$ cat config.mk
export PLATFORM = sky130hd
export DESIGN_NAME = multi_debouncer
export DESIGN_NICKNAME = d
export VERILOG_FILES = /design/src/rtl/multi_debouncer_pkg.sv /design/src/rtl/multi_debouncer_ch.sv /design/src/rtl/multi_debouncer.sv
export SDC_FILE = /design/constraint.sdc
export NUM_CORES = 1
export LEC_CHECK = 0
export CAP_MARGIN = 10
export CORE_AREA = 2 2 195 197
export CTS_BUF_LIST = sky130_fd_sc_hd__clkbuf_4
export CTS_CLUSTER_SIZE = 8
export DETAILED_ROUTE_END_ITERATION = 6
export DIE_AREA = 0 0 197 199
export PLACE_DENSITY = 0.58
export SYNTH_ARGS = -nofsm -noshare
export SYNTH_HDL_FRONTEND = slang
export SYNTH_SLANG_ARGS = --single-unit
$ cat constraint.sdc
create_clock -name clk -period 3.76 [get_ports clk]
set_input_delay 0.752 -clock clk [delete_from_list [all_inputs] [get_ports clk]]
set_output_delay 0.752 -clock clk [all_outputs]
set_load 0.005 [all_outputs]
$ cat src/rtl/multi_debouncer_pkg.sv
// Shared timing defaults, hold-phase type and counter sizing for the front-panel debouncer.
package multi_debouncer_pkg;

  localparam int CLK_HZ              = 100_000_000;
  localparam int DEF_DEBOUNCE_CYCLES = CLK_HZ / 100;  // 10 ms
  localparam int DEF_HOLD_CYCLES     = CLK_HZ / 2;    // 0.5 s
  localparam int DEF_REPEAT_CYCLES   = CLK_HZ / 5;    // 0.2 s

  typedef enum logic {
    PH_FIRST,
    PH_REPEAT
  } hold_phase_e;

  // Width that holds the largest of the three cycle counts without wrapping.
  function automatic int cnt_width(input int a, input int b, input int c);
    int m;
    m = a;
    if (b > m) m = b;
    if (c > m) m = c;
    return $clog2(m + 1);
  endfunction

endpackage

$ cat src/rtl/multi_debouncer_ch.sv
// One debounce channel: synchroniser, stability counter, hold/repeat counter, registered pulses.
module multi_debouncer_ch
  import multi_debouncer_pkg::*;
#(
  parameter int   DEBOUNCE_CYCLES = DEF_DEBOUNCE_CYCLES,
  parameter int   HOLD_CYCLES     = DEF_HOLD_CYCLES,
  parameter int   REPEAT_CYCLES   = DEF_REPEAT_CYCLES,
  parameter logic ACTIVE_LEVEL    = 1'b0
) (
  input  logic clk,
  input  logic rst_n,
  input  logic sw,
  output logic level,
  output logic press,
  output logic release_pulse,
  output logic hold
);

  localparam int W = cnt_width(DEBOUNCE_CYCLES, HOLD_CYCLES, REPEAT_CYCLES);
  localparam logic           IDLE        = ~ACTIVE_LEVEL;
  localparam logic [W-1:0]   DEB_LAST    = W'(DEBOUNCE_CYCLES - 1);
  localparam logic [W-1:0]   HOLD_LAST   = W'((HOLD_CYCLES > 0) ? HOLD_CYCLES - 1 : 0);
  localparam logic [W-1:0]   REPEAT_LAST = W'((REPEAT_CYCLES > 0) ? REPEAT_CYCLES - 1 : 0);

  logic        s0, s1;
  logic [W-1:0] stab_cnt;
  logic [W-1:0] hold_cnt;
  hold_phase_e  phase;
  logic         accept;

  // The synchronised input has been different from level long enough to be taken.
  always_comb begin
    accept = (s1 != level) && (stab_cnt == DEB_LAST);
  end

  // NOTE: every state register below uses <= so all of them see pre-edge values of each other.
  always_ff @(posedge clk or negedge rst_n) begin
    if (!rst_n) begin
      s0            <= IDLE;
      s1            <= IDLE;
      level         <= IDLE;
      stab_cnt      <= '0;
      hold_cnt      <= '0;
      phase         <= PH_FIRST;
      press         <= 1'b0;
      release_pulse <= 1'b0;
      hold          <= 1'b0;
    end else begin
      s0            <= sw;
      s1            <= s0;
      press         <= 1'b0;
      release_pulse <= 1'b0;
      hold          <= 1'b0;

      if (s1 == level) begin
        stab_cnt <= '0;
      end else if (accept) begin
        level    <= s1;
        stab_cnt <= '0;
        if (s1 == ACTIVE_LEVEL) press <= 1'b1;
        else                    release_pulse <= 1'b1;
      end else if (stab_cnt != '1) begin
        stab_cnt <= stab_cnt + W'(1);
      end

      // A release edge counts as idle so hold can never share a cycle with release.
      if (level != ACTIVE_LEVEL || accept) begin
        hold_cnt <= '0;
        phase    <= PH_FIRST;
      end else if (HOLD_CYCLES != 0) begin
        case (phase)
          PH_FIRST: begin
            if (hold_cnt == HOLD_LAST) begin
              hold     <= 1'b1;
              hold_cnt <= '0;
              phase    <= PH_REPEAT;
            end else if (hold_cnt != '1) begin
              hold_cnt <= hold_cnt + W'(1);
            end
          end
          PH_REPEAT: begin
            if (REPEAT_CYCLES != 0) begin
              if (hold_cnt == REPEAT_LAST) begin
                hold     <= 1'b1;
                hold_cnt <= '0;
              end else if (hold_cnt != '1) begin
                hold_cnt <= hold_cnt + W'(1);
              end
            end
          end
          default: phase <= PH_FIRST;
        endcase
      end
    end
  end

endmodule

$ cat src/rtl/multi_debouncer.sv
// N independent front-panel debounce channels; release is a reserved word, hence release_pulse.
module multi_debouncer
  import multi_debouncer_pkg::*;
#(
  parameter int   N_CH            = 4,
  parameter int   DEBOUNCE_CYCLES = DEF_DEBOUNCE_CYCLES,
  parameter int   HOLD_CYCLES     = DEF_HOLD_CYCLES,
  parameter int   REPEAT_CYCLES   = DEF_REPEAT_CYCLES,
  parameter logic ACTIVE_LEVEL    = 1'b0
) (
  input  logic            clk,
  input  logic            rst_n,
  input  logic [N_CH-1:0] sw_in,
  output logic [N_CH-1:0] level,
  output logic [N_CH-1:0] press,
  output logic [N_CH-1:0] release_pulse,
  output logic [N_CH-1:0] hold
);

  for (genvar i = 0; i < N_CH; i++) begin : g_ch
    multi_debouncer_ch #(
      .DEBOUNCE_CYCLES(DEBOUNCE_CYCLES),
      .HOLD_CYCLES    (HOLD_CYCLES),
      .REPEAT_CYCLES  (REPEAT_CYCLES),
      .ACTIVE_LEVEL   (ACTIVE_LEVEL)
    ) u_ch (
      .clk          (clk),
      .rst_n        (rst_n),
      .sw           (sw_in[i]),
      .level        (level[i]),
      .press        (press[i]),
      .release_pulse(release_pulse[i]),
      .hold         (hold[i])
    );
  end

endmodule

==> results of run 1 <==
[cell families (layout without fill, tap and decap cells)]
group           after synthesis  count (layout)
mux                           9               9
other cells                   0               1
simple gates                645             645
flops                       236             236
xor+xnor                    150             150
fa+ha+maj                     8               8
buf+inv                      94             176
compound gates              228             228
[synthesized netlist by cell type, drive strengths merged (3+ instances only)]
cell,n
a2111oi,5
a211oi,19
a21boi,5
a21oi,51
a31oi,6
and2,12
and3,27
and4,31
buf,29
clkbuf,43
dfrtp,224
dfstp,12
ha,8
inv,22
mux2,3
mux2i,6
nand2,102
nand2b,7
nand3,108
nand3b,3
nand4,59
nand4b,4
nor2,117
nor3,44
nor3b,9
nor4,33
nor4b,14
nor4bb,3
o211ai,7
o21a,5
o21ai,104
o31ai,11
or2,5
or3,30
or3b,3
or4,25
or4b,4
xnor2,103
xor2,47
[through the flow]
stage | instance area (sq um) | total power (uW) | std cells | setup WS (ps)
3_3_place_gp | 13360 | 2740 | 1806 | 918.1
5_1_grt | 14260 | 5489 | 1927 | 681.3
6_report | 14260 | 5205 | 1927 | 901.0
2_1_floorplan | 12770 | 2659 | 1370 | 1401
3_5_place_dp | 13360 | 2742 | 1806 | 893.8
4_1_cts | 14260 | 5330 | 1926 | 875.9
[power by group through the flow]
stage          logic (uW)  clock network (uW)  registers, uW
5_1_grt               135                2780           2580
2_1_floorplan        42.4                   0           2620
4_1_cts               121                2630           2570
3_5_place_dp          120                   0           2620
3_3_place_gp          118                   0           2620
6_report              114                2520           2570
[sequential cells by signal, summed over array words and instances, names as in the netlist]
register                 flops
g_ch.u_ch.hold_cnt         104
g_ch.u_ch.s1                 4
g_ch.u_ch.level              4
g_ch.u_ch.release_pulse      4
g_ch.u_ch.press              4
g_ch.u_ch.hold               4
g_ch.u_ch.phase              4
g_ch.u_ch.s0                 4
g_ch.u_ch.stab_cnt         104
[final cells by class]
type	instances	area, sq um	area share [%]
clock inverters	15	110.1	0.7719
clock buffers	105	788.3	5.526
well taps	474	593.1	4.158
repair buffers	34	350.3	2.456
flip-flops and latches	236	5921	41.51
diodes	1	2.502	0.01754
inverters	22	82.58	0.5789
multi-input cells	1040	6417	44.99
[worst max path at each step]
stage | slack (ps) | from | to | cells past startpoint
floorplan | 1400 | g_ch[0].u_ch.hold_cnt[0]$_DFF_PN0_ | g_ch[0].u_ch.hold_cnt[23]$_DFF_PN0_ | 7
global placement | 920 | g_ch[0].u_ch.hold_cnt[0]$_DFF_PN0_ | g_ch[0].u_ch.hold_cnt[15]$_DFF_PN0_ | 6
detailed placement | 890 | g_ch[0].u_ch.hold_cnt[0]$_DFF_PN0_ | g_ch[0].u_ch.hold_cnt[15]$_DFF_PN0_ | 6
CTS | 880 | g_ch[0].u_ch.hold_cnt[0]$_DFF_PN0_ | g_ch[0].u_ch.hold_cnt[15]$_DFF_PN0_ | 6
global route | 680 | g_ch[0].u_ch.hold_cnt[0]$_DFF_PN0_ | g_ch[0].u_ch.hold_cnt[15]$_DFF_PN0_ | 6
finish | 900 | g_ch[0].u_ch.hold_cnt[0]$_DFF_PN0_ | g_ch[0].u_ch.hold_cnt[15]$_DFF_PN0_ | 6
[critical path: stages (launching register included)]
cell	delay, ps
dfrtp_1	400
ha_1	290
nand4bb_1	150
or4_1	510
or4_4	580
o211ai_4	600
o21ba_2	250
[metal layers]
layer	GRT usage [%]	vias up	share of wire (%)
li1	-	5097	-
met1	21.15	4983	49
met2	23.32	196	45
met3	3.306	56	4.0
met4	5.681	0	2.3
met5	0	-	0
==> tab_implementation.tex, run 1 <==
\begin{tabular}{lr}
\hline
Metric & Value \\
\hline
\multicolumn{2}{l}{\textbf{Critical path}} \\
Critical register-to-register path startpoint & g\_ch[0].u\_ch.hold\_cnt[0]\$\_DFF\_PN0\_ \\
CP endpoint kind & flop \\
Register-to-Register Setup Slack & 900 ps \\
Worst Reg-to-Reg Cells & 6 \\
CP Data Arrival Time & 3430 ps \\
Critical path class & reg -> reg \\
Highest net fanout along the worst path & 26 \\
Endpoint of the worst register-to-register path & g\_ch[0].u\_ch.hold\_cnt[15]\$\_DFF\_PN0\_ \\
CP Data Required Time & 4330 ps \\
Launching element type of the critical path & flop \\
\multicolumn{2}{l}{\textbf{Timing}} \\
Relative slew margins & 33.64\% \\
Clock tree skew after final layout & 35.17 ps \\
Final hold vios & 0 \\
Final count of negative-setup-slack endpoints & 0 \\
Setup repair after global routing missed its margin & no \\
Worst slack on hold paths & 152.8 ps \\
Fin Setup TNS & 0 ps \\
Fmax & 0.3498 GHz \\
Transition time of the tightest slew-check pin & 988.4 ps \\
Final Max Slew Viols & 0 \\
Final period util & 76.04\% \\
Time the final worst path needs with I/O delays and setup & 2859 ps \\
\multicolumn{2}{l}{\textbf{Power and ir drop}} \\
Max VDD drop & 149.1 uV \\
LEAKAGE & 0.005581 uW \\
Net Switching & 1213 uW \\
Relative contribution of combinational cells to total power & 2.2\% \\
Switching power as a share of total power & 23.30\% \\
Power density of the placed cells & 364.9 mW/mm\^{}2 \\
P\_int & 3993 uW \\
Clock share of power & 48.4\% \\
Flop pwr share & 49.5\% \\
\multicolumn{2}{l}{\textbf{Synth}} \\
Summed instance area of the synthesized netlist & 0.01277 sq mm \\
Largest family of logic cells by synthesized area & simple AND/OR/NAND/NOR gates \\
Top-area cell type share of the netlist area & 43.88\% \\
Mean instance size in the synthesized netlist & 9.325 sq um \\
Number of synthesis warnings & 0 \\
Xor/xnor cell area share of the yosys netlist & 10.28\% \\
Async S/R FF share, synth & 100.0\% \\
Dominant cells by area after synthesis & dfrtp\_1 (44\%), xnor2\_1 (7.1\%), nand3\_1 (4.2\%) \\
Synth Instances & 1,370 \\
Flops \& latches, synth & 236 \\
Number of distinct standard cells referenced by the synthesized netlist & 64 \\
Adder-cell share of the synthesized area & 0.7835\% \\
Fraction of the yosys area taken by sequential cells & 46.35\% \\
Compound-cell area share of the yosys netlist & 10.71\% \\
Area share of and/or/nand/nor cells after synthesis & 27.67\% \\
Share of cell area taken by muxes after synthesis & 0.7346\% \\
Number of synthesized flops with an enable pin & 0 \\
Synthesized Nets & 1,384 \\
Cell type with the largest total area after synthesis & dfrtp\_1 \\
Primary flip-flop cell chosen by synthesis mapping & dfrtp\_1 \\
\multicolumn{2}{l}{\textbf{Global route}} \\
Initial antenna violation count & 2 \\
Wire length of the first global-routing pass & 50.06 mm \\
Vias in the first global route & 10,170 \\
Total global-route track usage & 15.24\% \\
Pin count of the biggest net entering global routing & 108 \\
Total grt overflow & 0 \\
\multicolumn{2}{l}{\textbf{Floorplanning}} \\
Count of standard-cell rows & 71 \\
Y dimension of the die & 199 um \\
Standard cell core area & 0.03713 sq mm \\
Top-level I/O count & 22 \\
Initial standard-cell utilization of the core & 34.40\% \\
Die X & 197 um \\
Floorplan die area & 0.03920 sq mm \\
\multicolumn{2}{l}{\textbf{Place}} \\
Final weighted congestion in routability-driven placement & 0.8600 \\
Number of I/O port buffers & 21 \\
Detailed Place HPWL & 18.68 mm \\
\multicolumn{2}{l}{\textbf{Clock tree}} \\
Worst-skew pair later-pin latency & 680 ps \\
Number of cells upsized or downsized after cts & 0 \\
Buffers inserted during post-CTS setup optimization & 0 \\
Clock tree from TritonCTS & done \\
Clock tree root buffer cell & clkbuf\_4 \\
Hold-fix buffer count after cts & 0 \\
H-tree lvl count & 3 \\
Clock-pin slew on the worst setup and hold paths & 70 ps \\
Clock Path Buffers & 3 \\
Total CTS buffers & 67 \\
Number of sinks on the clock net & 236 \\
\multicolumn{2}{l}{\textbf{Route}} \\
Routed wire length & 28.63 mm \\
Iteration count of the initial detailed-routing pass & 5 \\
Total number of vias & 10,330 \\
DR iter-0 viols & 614 \\
Detail-routed via count per cell & 5.362 \\
Post-route ant nets & 0 \\
Remaining routing DRC violations & 0 \\
DR WL/cell & 14.86 um \\
\multicolumn{2}{l}{\textbf{Final layout}} \\
Post-layout nets & 1,415 \\
Filler cell count in the final layout & 3,778 \\
Most frequent standard cell in the layout excluding fill and tap cells & dfrtp\_1 \\
Fraction of layout cells with a size suffix above 1 & 10.95\% \\
Area growth, synth to finish & 11.66\% \\
End-of-flow core utilization & 38.42\% \\
Commonest cells after routing, fill and taps aside & dfrtp\_1 (224), nor2\_1 (117), nand3\_1 (108) \\
\multicolumn{2}{l}{\textbf{Worst hold path}} \\
Hold crit path type & in -> async \\
\multicolumn{2}{l}{\textbf{Status}} \\
Result of the run & complete, no violations \\
\multicolumn{2}{l}{\textbf{Job}} \\
Number of violations of the max-capacitance limit & 0 \\
\hline
\end{tabular}
No activity file was read; power rests on OpenSTA's default activity.
==> run 2, diff against run 1 <==
==> constraint.sdc (replaced) <==
create_clock -name clk -period 2.9 [get_ports clk]
set_input_delay 0.58 -clock clk [delete_from_list [all_inputs] [get_ports clk]]
set_output_delay 0.58 -clock clk [all_outputs]
set_load 0.005 [all_outputs]
==> run 2 against run 1 <==
  * Fmax rose by 10%
  * Critical path depth rose by 1
  * Sequential power rose by 30%
  * Clock skew rose by 8.5 ps
  * Sequential share of layout area fell by 0.33 points
  * Clock-buffer cell count fell by 8
  * Worst hold slack improved by 130 ps
  * Routed wire length rose by 0.33%
  * Largest power group unchanged
==> tab_implementation.tex, run 2 (synthesized netlist as in run 1, its figures left out) <==
\begin{tabular}{lr}
\hline
Metric & Value \\
\hline
\multicolumn{2}{l}{\textbf{Floorplanning}} \\
Floorplan die area & 0.03920 sq mm \\
Top-level I/O count & 22 \\
Die X & 197 um \\
Y dimension of the die & 199 um \\
Initial standard-cell utilization of the core & 34.40\% \\
Standard cell core area & 0.03713 sq mm \\
Count of standard-cell rows & 71 \\
\multicolumn{2}{l}{\textbf{Route}} \\
DR iter-0 viols & 758 \\
DR WL/cell & 14.71 um \\
Post-route ant nets & 0 \\
Routed wire length & 28.72 mm \\
Iteration count of the initial detailed-routing pass & 5 \\
Detail-routed via count per cell & 5.335 \\
Total number of vias & 10,420 \\
Remaining routing DRC violations & 0 \\
\multicolumn{2}{l}{\textbf{Timing}} \\
Final period util & 89.43\% \\
Transition time of the tightest slew-check pin & 740.2 ps \\
Time the final worst path needs with I/O delays and setup & 2594 ps \\
Final hold vios & 0 \\
Fmax & 0.3856 GHz \\
Worst Setup Slack, final & 306.5 ps \\
Clock tree skew after final layout & 43.66 ps \\
Final Max Slew Viols & 0 \\
Fin Setup TNS & 0 ps \\
Relative slew margins & 50.27\% \\
Final count of negative-setup-slack endpoints & 0 \\
Setup repair after global routing missed its margin & no \\
\multicolumn{2}{l}{\textbf{Global route}} \\
Vias in the first global route & 10,230 \\
Total grt overflow & 0 \\
Total global-route track usage & 15.30\% \\
Initial antenna violation count & 1 \\
Pin count of the biggest net entering global routing & 64 \\
Wire length of the first global-routing pass & 50.16 mm \\
\multicolumn{2}{l}{\textbf{Clock tree}} \\
Clock tree root buffer cell & clkbuf\_4 \\
Clock tree from TritonCTS & done \\
Buffers inserted during post-CTS setup optimization & 0 \\
Number of sinks on the clock net & 236 \\
Number of cells upsized or downsized after cts & 0 \\
H-tree lvl count & 3 \\
Worst-skew pair later-pin latency & 710 ps \\
Total CTS buffers & 70 \\
Clock Path Buffers & 3 \\
Clock-pin slew on the worst setup and hold paths & 60 ps \\
\multicolumn{2}{l}{\textbf{Critical path}} \\
Launching element type of the critical path & flop \\
CP Data Arrival Time & 3170 ps \\
Critical path class & reg -> reg \\
CP endpoint kind & flop \\
Highest net fanout along the worst path & 11 \\
CP Data Required Time & 3480 ps \\
\multicolumn{2}{l}{\textbf{Power and ir drop}} \\
Power density of the placed cells & 459.5 mW/mm\^{}2 \\
LEAKAGE & 0.005649 uW \\
Max VDD drop & 218.3 uV \\
\multicolumn{2}{l}{\textbf{Place}} \\
Placement-stage cell area & 0.01350 sq mm \\
Number of I/O port buffers & 21 \\
Number of placed instances with taps included & 1,826 \\
Final weighted congestion in routability-driven placement & 0.8566 \\
Setup WS pre-CTS & 349.2 ps \\
Detailed Place HPWL & 19.03 mm \\
\multicolumn{2}{l}{\textbf{Status}} \\
Result of the run & complete, no violations \\
\multicolumn{2}{l}{\textbf{Final layout}} \\
Post-layout instance count excluding filler cells & 1,953 \\
Largest registers & g\_ch.u\_ch.hold\_cnt (104), g\_ch.u\_ch.stab\_cnt (104) \\
Area growth, synth to finish & 12.57\% \\
Commonest cells after routing, fill and taps aside & dfrtp\_1 (224), nor2\_1 (117), nand3\_1 (108) \\
Summed area of non-filler cells in the final layout & 0.01438 sq mm \\
Most frequent standard cell in the layout excluding fill and tap cells & dfrtp\_1 \\
Post-layout nets & 1,439 \\
Fraction of layout cells with a size suffix above 1 & 11.65\% \\
\multicolumn{2}{l}{\textbf{Job}} \\
Number of violations of the max-capacitance limit & 0 \\
\multicolumn{2}{l}{\textbf{Worst hold path}} \\
Hold crit path type & in -> reg \\
\hline
\end{tabular}
run 2: cell count changes in the layout (fill, tap and decap cells not counted), sizes merged:
| cell | before | now |
|---|---|---|
| clkinvlp | 0 | 1 |
| clkinv | 10 | 23 |
| dlygate4sd3 | 0 | 1 |
| diode | 1 | 2 |
| clkbuf | 105 | 97 |
| buf | 14 | 34 |
| inv | 25 | 24 |
| bufinv | 2 | 1 |
run 2: area by class of cell:
class | instances | area, sq um
clock buffer | 97 | 728.2
clock inverter | 27 | 135.1
antenna | 2 | 5.005
timing repair buffer | 55 | 498.0
inverter | 22 | 82.58
multi-input combinational | 1040 | 6417
tap | 474 | 593.1
fill | 3752 | 22750
sequential | 236 | 5921
run 2: path summary, 6_finish.rpt:
path	cells past startpoint	from	end	slack (ps)
setup / recovery	7	g_ch[0].u_ch.hold_cnt[0]$_DFF_PN0_	g_ch[0].u_ch.hold_cnt[15]$_DFF_PN0_	310
hold / removal	1	sw_in[1]	g_ch[1].u_ch.s0$_DFF_PN1_	290
setup reg to reg	7	g_ch[0].u_ch.hold_cnt[0]$_DFF_PN0_	g_ch[0].u_ch.hold_cnt[15]$_DFF_PN0_	310
hold reg to reg	0	g_ch[1].u_ch.s0$_DFF_PN1_	g_ch[1].u_ch.s1$_DFF_PN1_	360
max in group asynchronous	3	rst_n	g_ch[0].u_ch.level$_DFFE_PN1P_	1610
min in group asynchronous	2	rst_n	g_ch[1].u_ch.stab_cnt[1]$_DFFE_PN0P_	380
run 2: power by group:
group / internal [uW] / switching [uW] / leakage [uW]
Clock: 1640 / 1480 / 0.000512
Combinational: 44.0 / 107 / 0.00195
Sequential: 3320 / 22.7 / 0.00319
Total: 5000 / 1610 / 0.00565
run 2: critical path, cell delays in order, from the launching register on:
cell,delay [ps]
dfrtp_1,400
ha_1,280
nand4bb_1,140
or4_1,510
or4_4,570
o211ai_4,190
buf_4,200
o21ba_2,170
run 2: per-stage QoR:
stage	utilization [%]	total power, uW	hold slack, ps
final	38.73	6608	286.5
after global routing	38.72	6975	216.0
after CTS	38.71	6785	197.4
after detailed placement	36.36	3558	357.8
after global placement	36.36	3555	350.3
after floorplan	-	3447	284.4
run 2: layer usage:
layer | GRT usage, % | wire (um) | vias up
met5 | 0 | 0 | -
met4 | 5.569 | 645 | 0
met3 | 3.561 | 1085 | 54
met2 | 23.74 | 12960 | 189
met1 | 20.86 | 14030 | 5035
li1 | - | - | 5142
run 2: repair_timing:
action,4_1_cts,5_1_grt
endpoints found under the setup margin,0,0
hold buffers,1,0
hold endpoints to repair,58,0
